### src/rtl/y86_fetch_sequencer_pkg.sv
// Shared definitions for the Y86-64 fetch logic.
// Contents: icode constants, the "no register" specifier, the fetch FSM
// state type and instr_len(), which maps an icode to
// {valid, has_regs, len[3:0]}.
package y86_fetch_sequencer_pkg;

    localparam int unsigned ADDR_W = 64;

    localparam logic [3:0] I_HALT   = 4'h0;
    localparam logic [3:0] I_NOP    = 4'h1;
    localparam logic [3:0] I_RRMOVQ = 4'h2;
    localparam logic [3:0] I_IRMOVQ = 4'h3;
    localparam logic [3:0] I_RMMOVQ = 4'h4;
    localparam logic [3:0] I_MRMOVQ = 4'h5;
    localparam logic [3:0] I_OPQ    = 4'h6;
    localparam logic [3:0] I_JXX    = 4'h7;
    localparam logic [3:0] I_CALL   = 4'h8;
    localparam logic [3:0] I_RET    = 4'h9;
    localparam logic [3:0] I_PUSHQ  = 4'hA;
    localparam logic [3:0] I_POPQ   = 4'hB;

    localparam logic [3:0] REG_NONE = 4'hF;

    typedef enum logic [1:0] {
        ST_IDLE = 2'd0,
        ST_REQ  = 2'd1,
        ST_WAIT = 2'd2,
        ST_DONE = 2'd3
    } fetch_state_t;

    // Returns {valid, has_regs, len}. Invalid icodes report length 1 so a
    // caller that ignores 'valid' still advances the PC by one byte.
    function automatic logic [5:0] instr_len(input logic [3:0] icode);
        logic [5:0] info;
        case (icode)
            I_HALT, I_NOP, I_RET:                info = {1'b1, 1'b0, 4'd1};
            I_RRMOVQ, I_OPQ, I_PUSHQ, I_POPQ:    info = {1'b1, 1'b1, 4'd2};
            I_IRMOVQ, I_RMMOVQ, I_MRMOVQ:        info = {1'b1, 1'b1, 4'd10};
            I_JXX, I_CALL:                       info = {1'b1, 1'b0, 4'd9};
            default:                             info = {1'b0, 1'b0, 4'd1};
        endcase
        return info;
    endfunction

endpackage

### src/rtl/y86_fetch_sequencer_if.sv
// Bundle between the fetch sequencer and its surroundings: the PC-update
// request (start, pc_in, busy), the byte-wide instruction memory port
// (mem_rd_en, mem_addr, mem_rd_data, mem_rd_valid) and the decoded
// instruction handed to decode (out_valid/out_ready plus fields).
// master: the fetch sequencer side.  slave: the environment side.
interface y86_fetch_sequencer_if;
    import y86_fetch_sequencer_pkg::*;

    logic              start;
    logic [ADDR_W-1:0] pc_in;
    logic              busy;

    logic              mem_rd_en;
    logic [ADDR_W-1:0] mem_addr;
    logic [7:0]        mem_rd_data;
    logic              mem_rd_valid;

    logic              out_valid;
    logic              out_ready;
    logic [3:0]        icode;
    logic [3:0]        ifun;
    logic [3:0]        rA;
    logic [3:0]        rB;
    logic [63:0]       valC;
    logic [63:0]       valP;
    logic              imem_error;
    logic              instr_invalid;

    modport master (
        input  start, pc_in, mem_rd_data, mem_rd_valid, out_ready,
        output busy, mem_rd_en, mem_addr, out_valid,
               icode, ifun, rA, rB, valC, valP, imem_error, instr_invalid
    );

    modport slave (
        output start, pc_in, mem_rd_data, mem_rd_valid, out_ready,
        input  busy, mem_rd_en, mem_addr, out_valid,
               icode, ifun, rA, rB, valC, valP, imem_error, instr_invalid
    );

endinterface

### src/rtl/y86_fetch_sequencer_len_decode.sv
// y86_instr_len_decode: combinational icode classifier.
// Ports: icode_i (4) in; valid_o, has_regs_o, has_valc_o (1) out;
//        len_o (4) out, instruction length in bytes.
module y86_instr_len_decode
    import y86_fetch_sequencer_pkg::*;
(
    input  logic [3:0] icode_i,
    output logic       valid_o,
    output logic       has_regs_o,
    output logic       has_valc_o,
    output logic [3:0] len_o
);

    logic [5:0] info;

    assign info       = instr_len(icode_i);
    assign valid_o    = info[5];
    assign has_regs_o = info[4];
    assign len_o      = info[3:0];
    // Every instruction of 9 or more bytes ends in an 8-byte constant.
    assign has_valc_o = info[5] && (info[3:0] >= 4'd9);

endmodule

### src/rtl/y86_fetch_sequencer.sv
// y86_fetch_sequencer: multi-cycle fetch for the sequential Y86-64 core.
// Reads the instruction one byte per memory transaction, assembles
// icode/ifun/rA/rB/valC, computes valP and reports imem_error /
// instr_invalid, then offers the result to decode with out_valid/out_ready.
// Ports: clk, rst (async, active-high) and bus (y86_fetch_sequencer_if.master).
// Parameter: MEM_BYTES, size of instruction memory; addresses at or above
// it are never read and raise imem_error.
module y86_fetch_sequencer
    import y86_fetch_sequencer_pkg::*;
#(
    parameter int unsigned MEM_BYTES = 1024
)
(
    input logic                     clk,
    input logic                     rst,
    y86_fetch_sequencer_if.master   bus
);

    localparam logic [63:0] MEM_LIMIT = 64'(MEM_BYTES);

    fetch_state_t state_q;
    logic [63:0]  pc_q;
    logic [3:0]   k_q;
    logic [3:0]   icode_q;
    logic [3:0]   ifun_q;
    logic [3:0]   ra_q;
    logic [3:0]   rb_q;
    logic [63:0]  valc_q;
    logic [63:0]  valp_q;
    logic         imem_err_q;
    logic         invalid_q;
    logic         busy_q;
    logic         rd_en_q;
    logic [63:0]  addr_q;
    logic         out_valid_q;

    logic [3:0]   k_d;
    logic [63:0]  cur_addr;
    logic [63:0]  next_addr_d;
    logic [3:0]   dec_icode;
    logic         dec_valid;
    logic         dec_has_regs;
    logic         dec_has_valc;
    logic [3:0]   dec_len;
    logic [2:0]   cbyte_idx;

    assign k_d         = k_q + 4'd1;
    assign cur_addr    = pc_q + {60'd0, k_q};
    assign next_addr_d = pc_q + {60'd0, k_d};

    // The first byte is classified as it arrives; later bytes use the
    // icode already captured.
    assign dec_icode = (k_q == 4'd0) ? bus.mem_rd_data[7:4] : icode_q;

    y86_instr_len_decode u_len_decode (
        .icode_i    (dec_icode),
        .valid_o    (dec_valid),
        .has_regs_o (dec_has_regs),
        .has_valc_o (dec_has_valc),
        .len_o      (dec_len)
    );

    // Constant byte j sits after the icode byte and optional register byte.
    // Modulo-8 arithmetic on k's low bits is exact for k in 1..9.
    assign cbyte_idx = k_q[2:0] - (dec_has_regs ? 3'd2 : 3'd1);

    always_ff @(posedge clk or posedge rst) begin
        if (rst) begin
            state_q     <= ST_IDLE;
            pc_q        <= '0;
            k_q         <= '0;
            icode_q     <= '0;
            ifun_q      <= '0;
            ra_q        <= REG_NONE;
            rb_q        <= REG_NONE;
            valc_q      <= '0;
            valp_q      <= '0;
            imem_err_q  <= 1'b0;
            invalid_q   <= 1'b0;
            busy_q      <= 1'b0;
            rd_en_q     <= 1'b0;
            addr_q      <= '0;
            out_valid_q <= 1'b0;
        end else begin
            case (state_q)
                ST_IDLE: begin
                    if (bus.start) begin
                        pc_q       <= bus.pc_in;
                        k_q        <= 4'd0;
                        icode_q    <= '0;
                        ifun_q     <= '0;
                        ra_q       <= REG_NONE;
                        rb_q       <= REG_NONE;
                        valc_q     <= '0;
                        valp_q     <= '0;
                        imem_err_q <= 1'b0;
                        invalid_q  <= 1'b0;
                        busy_q     <= 1'b1;
                        state_q    <= ST_REQ;
                        // The read strobe is registered, so it is raised on
                        // entry to REQ; an out-of-range byte never gets one.
                        if (bus.pc_in < MEM_LIMIT) begin
                            rd_en_q <= 1'b1;
                            addr_q  <= bus.pc_in;
                        end
                    end
                end

                ST_REQ: begin
                    rd_en_q <= 1'b0;
                    if (cur_addr >= MEM_LIMIT) begin
                        // Unreadable byte: report as a nop with error.
                        imem_err_q  <= 1'b1;
                        icode_q     <= I_NOP;
                        ifun_q      <= 4'h0;
                        ra_q        <= REG_NONE;
                        rb_q        <= REG_NONE;
                        valc_q      <= '0;
                        valp_q      <= pc_q + 64'd1;
                        out_valid_q <= 1'b1;
                        state_q     <= ST_DONE;
                    end else begin
                        state_q <= ST_WAIT;
                    end
                end

                ST_WAIT: begin
                    if (bus.mem_rd_valid) begin
                        if (k_q == 4'd0) begin
                            icode_q <= bus.mem_rd_data[7:4];
                            ifun_q  <= bus.mem_rd_data[3:0];
                        end else if ((k_q == 4'd1) && dec_has_regs) begin
                            ra_q <= bus.mem_rd_data[7:4];
                            rb_q <= bus.mem_rd_data[3:0];
                        end else if (dec_has_valc) begin
                            valc_q[{cbyte_idx, 3'b000} +: 8] <= bus.mem_rd_data;
                        end

                        if (!dec_valid) begin
                            invalid_q   <= 1'b1;
                            valp_q      <= pc_q + 64'd1;
                            out_valid_q <= 1'b1;
                            state_q     <= ST_DONE;
                        end else if (k_d == dec_len) begin
                            valp_q      <= pc_q + {60'd0, dec_len};
                            out_valid_q <= 1'b1;
                            state_q     <= ST_DONE;
                        end else begin
                            k_q     <= k_d;
                            state_q <= ST_REQ;
                            if (next_addr_d < MEM_LIMIT) begin
                                rd_en_q <= 1'b1;
                                addr_q  <= next_addr_d;
                            end
                        end
                    end
                end

                ST_DONE: begin
                    // start is deliberately not looked at here.
                    if (bus.out_ready) begin
                        out_valid_q <= 1'b0;
                        busy_q      <= 1'b0;
                        state_q     <= ST_IDLE;
                    end
                end

                default: state_q <= ST_IDLE;
            endcase
        end
    end

    assign bus.busy          = busy_q;
    assign bus.mem_rd_en     = rd_en_q;
    assign bus.mem_addr      = addr_q;
    assign bus.out_valid     = out_valid_q;
    assign bus.icode         = icode_q;
    assign bus.ifun          = ifun_q;
    assign bus.rA            = ra_q;
    assign bus.rB            = rb_q;
    assign bus.valC          = valc_q;
    assign bus.valP          = valp_q;
    assign bus.imem_error    = imem_err_q;
    assign bus.instr_invalid = invalid_q;

endmodule
### src/flat_wrapper.sv
// flat-port wrapper written by rule: the top's interface ports become plain ports
module y86_fetch_sequencer_flat import y86_fetch_sequencer_pkg::*;
#(
    parameter int unsigned MEM_BYTES = 1024
)
  (clk, rst, bus_start, bus_pc_in, bus_mem_rd_data, bus_mem_rd_valid, bus_out_ready, bus_busy, bus_mem_rd_en, bus_mem_addr, bus_out_valid, bus_icode, bus_ifun, bus_rA, bus_rB, bus_valC, bus_valP, bus_imem_error, bus_instr_invalid);
  y86_fetch_sequencer_if bus_i ();
  input logic clk;
  input logic rst;
  input wire logic [$bits(bus_i.start)-1:0] bus_start;
  input wire logic [$bits(bus_i.pc_in)-1:0] bus_pc_in;
  input wire logic [$bits(bus_i.mem_rd_data)-1:0] bus_mem_rd_data;
  input wire logic [$bits(bus_i.mem_rd_valid)-1:0] bus_mem_rd_valid;
  input wire logic [$bits(bus_i.out_ready)-1:0] bus_out_ready;
  output wire logic [$bits(bus_i.busy)-1:0] bus_busy;
  output wire logic [$bits(bus_i.mem_rd_en)-1:0] bus_mem_rd_en;
  output wire logic [$bits(bus_i.mem_addr)-1:0] bus_mem_addr;
  output wire logic [$bits(bus_i.out_valid)-1:0] bus_out_valid;
  output wire logic [$bits(bus_i.icode)-1:0] bus_icode;
  output wire logic [$bits(bus_i.ifun)-1:0] bus_ifun;
  output wire logic [$bits(bus_i.rA)-1:0] bus_rA;
  output wire logic [$bits(bus_i.rB)-1:0] bus_rB;
  output wire logic [$bits(bus_i.valC)-1:0] bus_valC;
  output wire logic [$bits(bus_i.valP)-1:0] bus_valP;
  output wire logic [$bits(bus_i.imem_error)-1:0] bus_imem_error;
  output wire logic [$bits(bus_i.instr_invalid)-1:0] bus_instr_invalid;
  assign bus_i.start = bus_start;
  assign bus_i.pc_in = bus_pc_in;
  assign bus_i.mem_rd_data = bus_mem_rd_data;
  assign bus_i.mem_rd_valid = bus_mem_rd_valid;
  assign bus_i.out_ready = bus_out_ready;
  assign bus_busy = bus_i.busy;
  assign bus_mem_rd_en = bus_i.mem_rd_en;
  assign bus_mem_addr = bus_i.mem_addr;
  assign bus_out_valid = bus_i.out_valid;
  assign bus_icode = bus_i.icode;
  assign bus_ifun = bus_i.ifun;
  assign bus_rA = bus_i.rA;
  assign bus_rB = bus_i.rB;
  assign bus_valC = bus_i.valC;
  assign bus_valP = bus_i.valP;
  assign bus_imem_error = bus_i.imem_error;
  assign bus_instr_invalid = bus_i.instr_invalid;
  y86_fetch_sequencer #(.MEM_BYTES(MEM_BYTES)) u_core (.clk(clk), .rst(rst), .bus(bus_i));
endmodule
### config.mk
export PLATFORM = sky130hd
export DESIGN_NAME = y86_fetch_sequencer_flat
export DESIGN_NICKNAME = d
export VERILOG_FILES = /design/src/rtl/y86_fetch_sequencer_pkg.sv /design/src/rtl/y86_fetch_sequencer_if.sv /design/src/rtl/y86_fetch_sequencer_len_decode.sv /design/src/rtl/y86_fetch_sequencer.sv /design/src/flat_wrapper.sv
export SDC_FILE = /design/constraint.sdc
export NUM_CORES = 1
export LEC_CHECK = 0
export CAP_MARGIN = 40
export CORE_MARGIN = 3
export CORE_UTILIZATION = 49
export DETAILED_ROUTE_END_ITERATION = 8
export HOLD_SLACK_MARGIN = 0.15
export PLACE_DENSITY = 0.8
export RECOVER_POWER = 100
export SLEW_MARGIN = 20
export SYNTH_ARGS = -nofsm -noshare
export SYNTH_HDL_FRONTEND = slang
export SYNTH_SLANG_ARGS = --single-unit
### constraint.sdc
create_clock -name clk -period 9.8 [get_ports clk]
set_clock_uncertainty 0.2 [all_clocks]
set_input_delay 1.96 -clock clk [delete_from_list [all_inputs] [get_ports clk]]
set_output_delay 1.96 -clock clk [all_outputs]
set_load 0.05 [all_outputs]
* Word-level counts from Yosys, hierarchy flattened
Memory sizes are Yosys's and may differ from the RTL's. Index checks and enable logic that the tools add are counted.
Word-level totals: register bits 283, ROM bits 80, input bits 77, output and inout bits 213, logic and storage cells 143, memories 1
Memories:
- (name not given) | words 16, bits a word 5, rd ports 1, clocked after Yosys merged registers in 0, write ports 0, RTL line y86_fetch_sequencer_pkg.sv:35 | case (icode)
Operators by class: add/subtract/negate cells 7, $lt $le $gt $ge 4, eq/ne operators 20, shift-type cells 2, mux-type cells 71, reductions and logical operators 23
Operator list (number):
- $mux W64 | 16
- $pmux W64 S3 | 2
- $add A64 B4 Y64 | 3
- $lt A64 B11 Y1 const B | 2
- $pmux W64 S2 | 1
- $mux W4 | 18
- $add A64 B1 Y64 const B | 1
- $bwmux W64 | 1
- $ge A64 B11 Y1 const B | 1
- $shift A8 B8 Y64 const A | 1
- $shiftx A8 B8 Y64 | 1
- $pmux W4 S3 | 4
- $reduce_and A7 Y1 | 3
- $reduce_and A5 Y1 | 4
- $mux W1 | 16
- $ne A2 B2 Y1 const B | 8
- $mux W2 | 6
- $ne A2 B1 Y1 const B | 6
- $reduce_and A3 Y1 | 3
- $neg A6 Y8 | 1
- $pmux W2 S4 | 1
- $pmux W4 S2 | 1
- $reduce_and A4 Y1 | 2
- $pmux W1 S2 | 3
- 16 further kinds | 22

* Longest topological paths before layout
An unclocked memory read counts as a cell.
depth in word-level cells 13, depth in mapped cells 19, gate-level depth less buffers 19

* Hierarchy
A second synthesis with hierarchy kept.
Unflattened totals: cell total of the unflattened synthesis 1917, area total of the unflattened synthesis 17669.4 um^2
By module, submodules not included:
- y86_fetch_sequencer | times used 1, cells an instance 1904, area each 17590.6 um^2, seq. area each 7091.8 um^2
- y86_instr_len_decode | times used 1, cells an instance 13, area each 78.8 um^2, seq. area each 0.0 um^2

* Least setup slack after synthesis
No wires, ideal clock.
kind in2reg, start input port bus_mem_rd_data[7], end register u_core.valc_q[25], in the netlist u_core.bus.valC[25], setup time 0.121 ns, data arrival time 4.945 ns, required time 9.479 ns, slack 4.534 ns, stages on the path 14, path buffers 0, cell sequence inv_1 -> mux2i_1 -> nand2b_1 -> o22ai_1 -> inv_1 -> ha_1 -> fa_1 -> ha_1 -> ha_1 -> nor2b_1 -> nand2_1 -> a21oi_1 -> nand2_2 -> a22o_1
On the way: word-level cells in the longest chain between the ends 12, elaborated cells between the ends (all ways) 19, those cells by class 2 x add/sub; 1 x order compare; 2 x eq/ne; 2 x shift; 8 x mux; 3 x reduce/logical; 1 x memory
Ends and longest elaborated chain:
- from (decl) | RTL line flat_wrapper.sv:12 | input wire logic [$bits(bus_i.mem_rd_data)-1:0] bus_mem_rd_data;
- $mux W4 | RTL line y86_fetch_sequencer.sv:53 | assign dec_icode = (k_q == 4'd0) ? bus.mem_rd_data[7:4] : icode_q;
- $mem_v2 Z16 W5
- $mux W2 | RTL line y86_fetch_sequencer.sv:65 | assign cbyte_idx = k_q[2:0] - (dec_has_regs ? 3'd2 : 3'd1);
- $sub A3 B3 Y3 | RTL line y86_fetch_sequencer.sv:65
- $neg A6 Y8 | RTL line y86_fetch_sequencer.sv:136 | valc_q[{cbyte_idx, 3'b000} +: 8] <= bus.mem_rd_data;
- $shiftx A8 B8 Y64 / $shift A8 B8 Y64 (equally long branches) | RTL line y86_fetch_sequencer.sv:136
- $bwmux W64 | RTL line y86_fetch_sequencer.sv:136
- $mux W64 | RTL line y86_fetch_sequencer.sv:135 | end else if (dec_has_valc) begin
- $mux W64 | RTL line y86_fetch_sequencer.sv:132 | end else if ((k_q == 4'd1) && dec_has_regs) begin
- $mux W64 | RTL line y86_fetch_sequencer.sv:129 | if (k_q == 4'd0) begin
- $mux W64 | RTL line y86_fetch_sequencer.sv:128 | if (bus.mem_rd_valid) begin
- $pmux W64 S3 | RTL line y86_fetch_sequencer.sv:85 | case (state_q)
- to (signal, indexed assignment) | RTL line y86_fetch_sequencer.sv:136
- to (decl) | RTL line y86_fetch_sequencer.sv:28 | logic [63:0] valc_q;
Parallel ways exist; a longest one is shown, timed or not. The select of a mux whose other input is x is not followed. A chain may end at the register's enable or synchronous reset.

* Final worst setup path
start register u_core.pc_q[31], end register u_core.valp_q[21], in the netlist u_core.bus.valP[21]
On the way: word-level cells in the longest chain between the ends 4
Ends and longest elaborated chain:
- from (decl) | RTL line y86_fetch_sequencer.sv:22 | logic [63:0] pc_q;
- from (signal assigned) | RTL line y86_fetch_sequencer.sv:88 | pc_q <= bus.pc_in;
- $add A64 B4 Y64 | RTL line y86_fetch_sequencer.sv:48 | assign cur_addr = pc_q + {60'd0, k_q};
- $ge A64 B11 Y1 | RTL line y86_fetch_sequencer.sv:111 | if (cur_addr >= MEM_LIMIT) begin
- $ne A2 B1 Y1 (no line)
- $reduce_and A5 Y1 (no line)
- to (signal assigned) | RTL line y86_fetch_sequencer.sv:119 | valp_q <= pc_q + 64'd1;
- to (signal assigned) | RTL line y86_fetch_sequencer.sv:141 | valp_q <= pc_q + 64'd1;
- to (signal assigned) | RTL line y86_fetch_sequencer.sv:145 | valp_q <= pc_q + {60'd0, dec_len};
- to (decl) | RTL line y86_fetch_sequencer.sv:29 | logic [63:0] valp_q;
Every way passes these cells.

==> impl_metrics.ini <==
[synth]
synth.top_cells.by_count = dfrtp_1 (275), nand2_1 (124), nor2_1 (113)
synth_area_per_cell_sq_um = 9.40
syn_nets = 1936
synth_seq_area_share = 0.412
synth_area_leaders = dfrtp_1 (40%), mux2_2 (5.8%), nand4_1 (3.5%)
ys_async_sr_fraction = 1.00
synthFlopType = dfrtp_1
syn_inst = 1832
synth.most_common_cell = dfrtp_1
synth_enable_flop_cells = 0
synth_top_area_share = 0.399
synth_warnings = 0
synthDistinctLibCells = 84
synth_area_sq_mm = 0.0172
yosysTopAreaCell = dfrtp_1
synth_seq_cells = 283

[sta]
fin_setup_tns_ps = 0
rsz0062_at_grt = false
fmax_ghz = 0.143
max_slew_margin = -1.63
hold_viol_final = 0
tightest_slew_ps = 3940
fin_crit_sh = 0.713
slew_viol_final = 313
layout_min_cycle_time_ps = 6990
setup_viol = 0

[worst_setup_path]
r2r_slack_ps = 2810
r2r_cells = 12
arrival_ps = 7250
r2r-start = u_core.pc_q[31]
worstSetupStartpoint = u_core.pc_q[31]
critPathKind = register to register
cp.required_ps = 10060
startpoint_type = register
end_kind = register
reg2reg_to = u_core.bus.valP[21]
path_max_fanout = 42

[grt]
grt_pass1_vias = 16200
grt_start_max_net_pins = 162
antenna_found_initial = 3
track_usage = 0.369
grt_overflow_total = 0
grt_pass1_wl_um = 106000

[clock_network]
post_cts_resized = 0
cts_buffers = 30
root_buffer = clkbuf_16
clk_path_buf_depth = 3
cts.clk_slew.worst_paths_ps = 60
htreeDepth = 1
ctsHoldBuffers = 0
cts_tree = built
cts_sinks = 283
cts_setup_buffers = 0
clk-insertion-delay-late_ps = 590

[power_and_ir_drop]
power_mw = 7.93
power_density_mw_per_mm2 = 370
power.leakage_nw = 9.24
peakVddDrop_v = 0.000380

[status]
outcome = complete, but fails checks
violations = capacitance limit, slew limit

[placed_design]
portBuffers = 289
globalplace.congestion = 1.06
dp_hpwl_um = 54700

[detailed_routing]
wl_per_cell_um = 28.1
routed_wl_um = 71500
via_per_inst = 6.61
first_pass_iters = 6
vias = 16800
ant_nets = 0
drcViolationCount = 0
drtIter0Drc = 2067

[worst_hold_path]
holdPathStages = 1
hold_path_end = u_core.bus.valP[59]
min_path_type = register to register
hp-start = u_core.bus.valP[59]

[die]
core_sq_mm = 0.0346
die_h_um = 194
row_count = 68
dieArea_sq_mm = 0.0374
io_pins = 290
die_w_um = 194
start_util = 0.497

[final_layout]
num-fill-cells = 2935
layout-drive-gt1-share = 0.118
syn_to_final_growth_pct = 24.5
final_nets = 2165

[job]
drv_cap = 4
critical path, cell delays in order (launching register included):
cell	delay [ps]
dfrtp_1	790
nand4_1	840
nor4_1	520
nand4_1	460
o41ai_1	410
nand3_1	110
nor4_1	420
nand3_1	150
or4_2	620
clkbuf_1	460
nand2_1	1120
buf_12	340
mux2_1	370
metal layers:
| metal | vias up | routed length [um] | global-route usage | part of all wire |
|---|---|---|---|---|
| li1 | 7250 | - | - | - |
| met1 | 8259 | 29000 | 0.514 | 0.41 |
| met2 | 1091 | 31000 | 0.550 | 0.43 |
| met3 | 190 | 8860 | 0.115 | 0.12 |
| met4 | 2 | 2620 | 0.124 | 0.037 |
| met5 | - | 8 | 0 | 0.00011 |
stage by stage:
stage	utilization	worst slack [ps]	area, sq um	cells	hold slack [ps]
floorplan	-	3900	17200	1832	322
global placement	0.587	2800	20300	2475	265
detailed placement	0.590	3080	20400	2482	268
CTS	0.621	3650	21500	2538	282
global route	0.619	2260	21400	2540	287
finish	0.619	2810	21400	2541	272
registers in the layout, indices dropped and copies added (netlist names), 2 cells and up:
| register | flops |
|---|---|
| u_core.bus.icode | 4 |
| u_core.bus.ifun | 4 |
| u_core.bus.mem_addr | 64 |
| u_core.bus.rA | 4 |
| u_core.bus.rB | 4 |
| u_core.bus.valC | 64 |
| u_core.bus.valP | 64 |
| u_core.k_q | 4 |
| u_core.pc_q | 64 |
| u_core.state_q | 2 |
cells in the final DEF (no fill, tap or decap), types with 11 or more instances in the layout:
cell type          n
xor2_1            29
nor4_1            49
nand3_1           73
dlygate4sd3_1    217
mux2_1            13
a31oi_1           18
o21ai_0           97
a22o_1            28
o31ai_1           23
inv_1             68
nand2_1          131
or3_1             12
buf_4             27
ha_1              22
nor3_1            74
a211oi_1          12
a21bo_2           21
nand2b_1          11
mux2_2            88
clkdlybuf4s50_1   72
nor2b_1           66
dfrtp_1          275
xnor2_1           37
mux2i_1           43
a21o_1            11
and3_1            14
a21oi_1           53
a41oi_1           11
o2bb2ai_1         37
nand4_1           97
clkbuf_16         30
o211ai_1          15
nor2_1           111
worst max path at each step:
stage | endpoint | slack, ps | cells after the start
floorplan | u_core.bus.busy | 3900 | 1
global placement | u_core.bus.mem_addr[1] | 2800 | 11
detailed placement | u_core.bus.mem_addr[3] | 3080 | 12
CTS | u_core.bus.mem_addr[1] | 3650 | 12
global route | u_core.pc_q[27] | 2260 | 3
finish | u_core.bus.valP[21] | 2810 | 12
logic make-up after synthesis:
logic type	after synthesis	synth area share
AO/OA/AOI/OAI	402	0.166
XOR/XNOR	66	0.0336
flip-flops	283	0.412
buffers and inverters	202	0.0519
AND/OR/NAND/NOR	708	0.225
multiplexers	144	0.0910
adder cells (fa/ha/maj)	27	0.0214
final cells by class:
type                       count  area (sq um)  area share
multi-input combinational   1347          9230       0.431
sequential                   283          7090       0.331
timing repair buffer         330          3220       0.150
clock buffer                  42           856      0.0399
tap                          455           569      0.0266
inverter                      69           260      0.0121
clock inverter                14           206     0.00963
antenna                        1          2.50    0.000117
power by group:
group	internal, mW	switching, mW	leakage [nW]
clock	0.718	0.488	0.518
sequential	1.52	0.761	3.70
combinational	1.48	2.97	5.02
total	3.72	4.22	9.24
(Power assumes the default switching activity.)
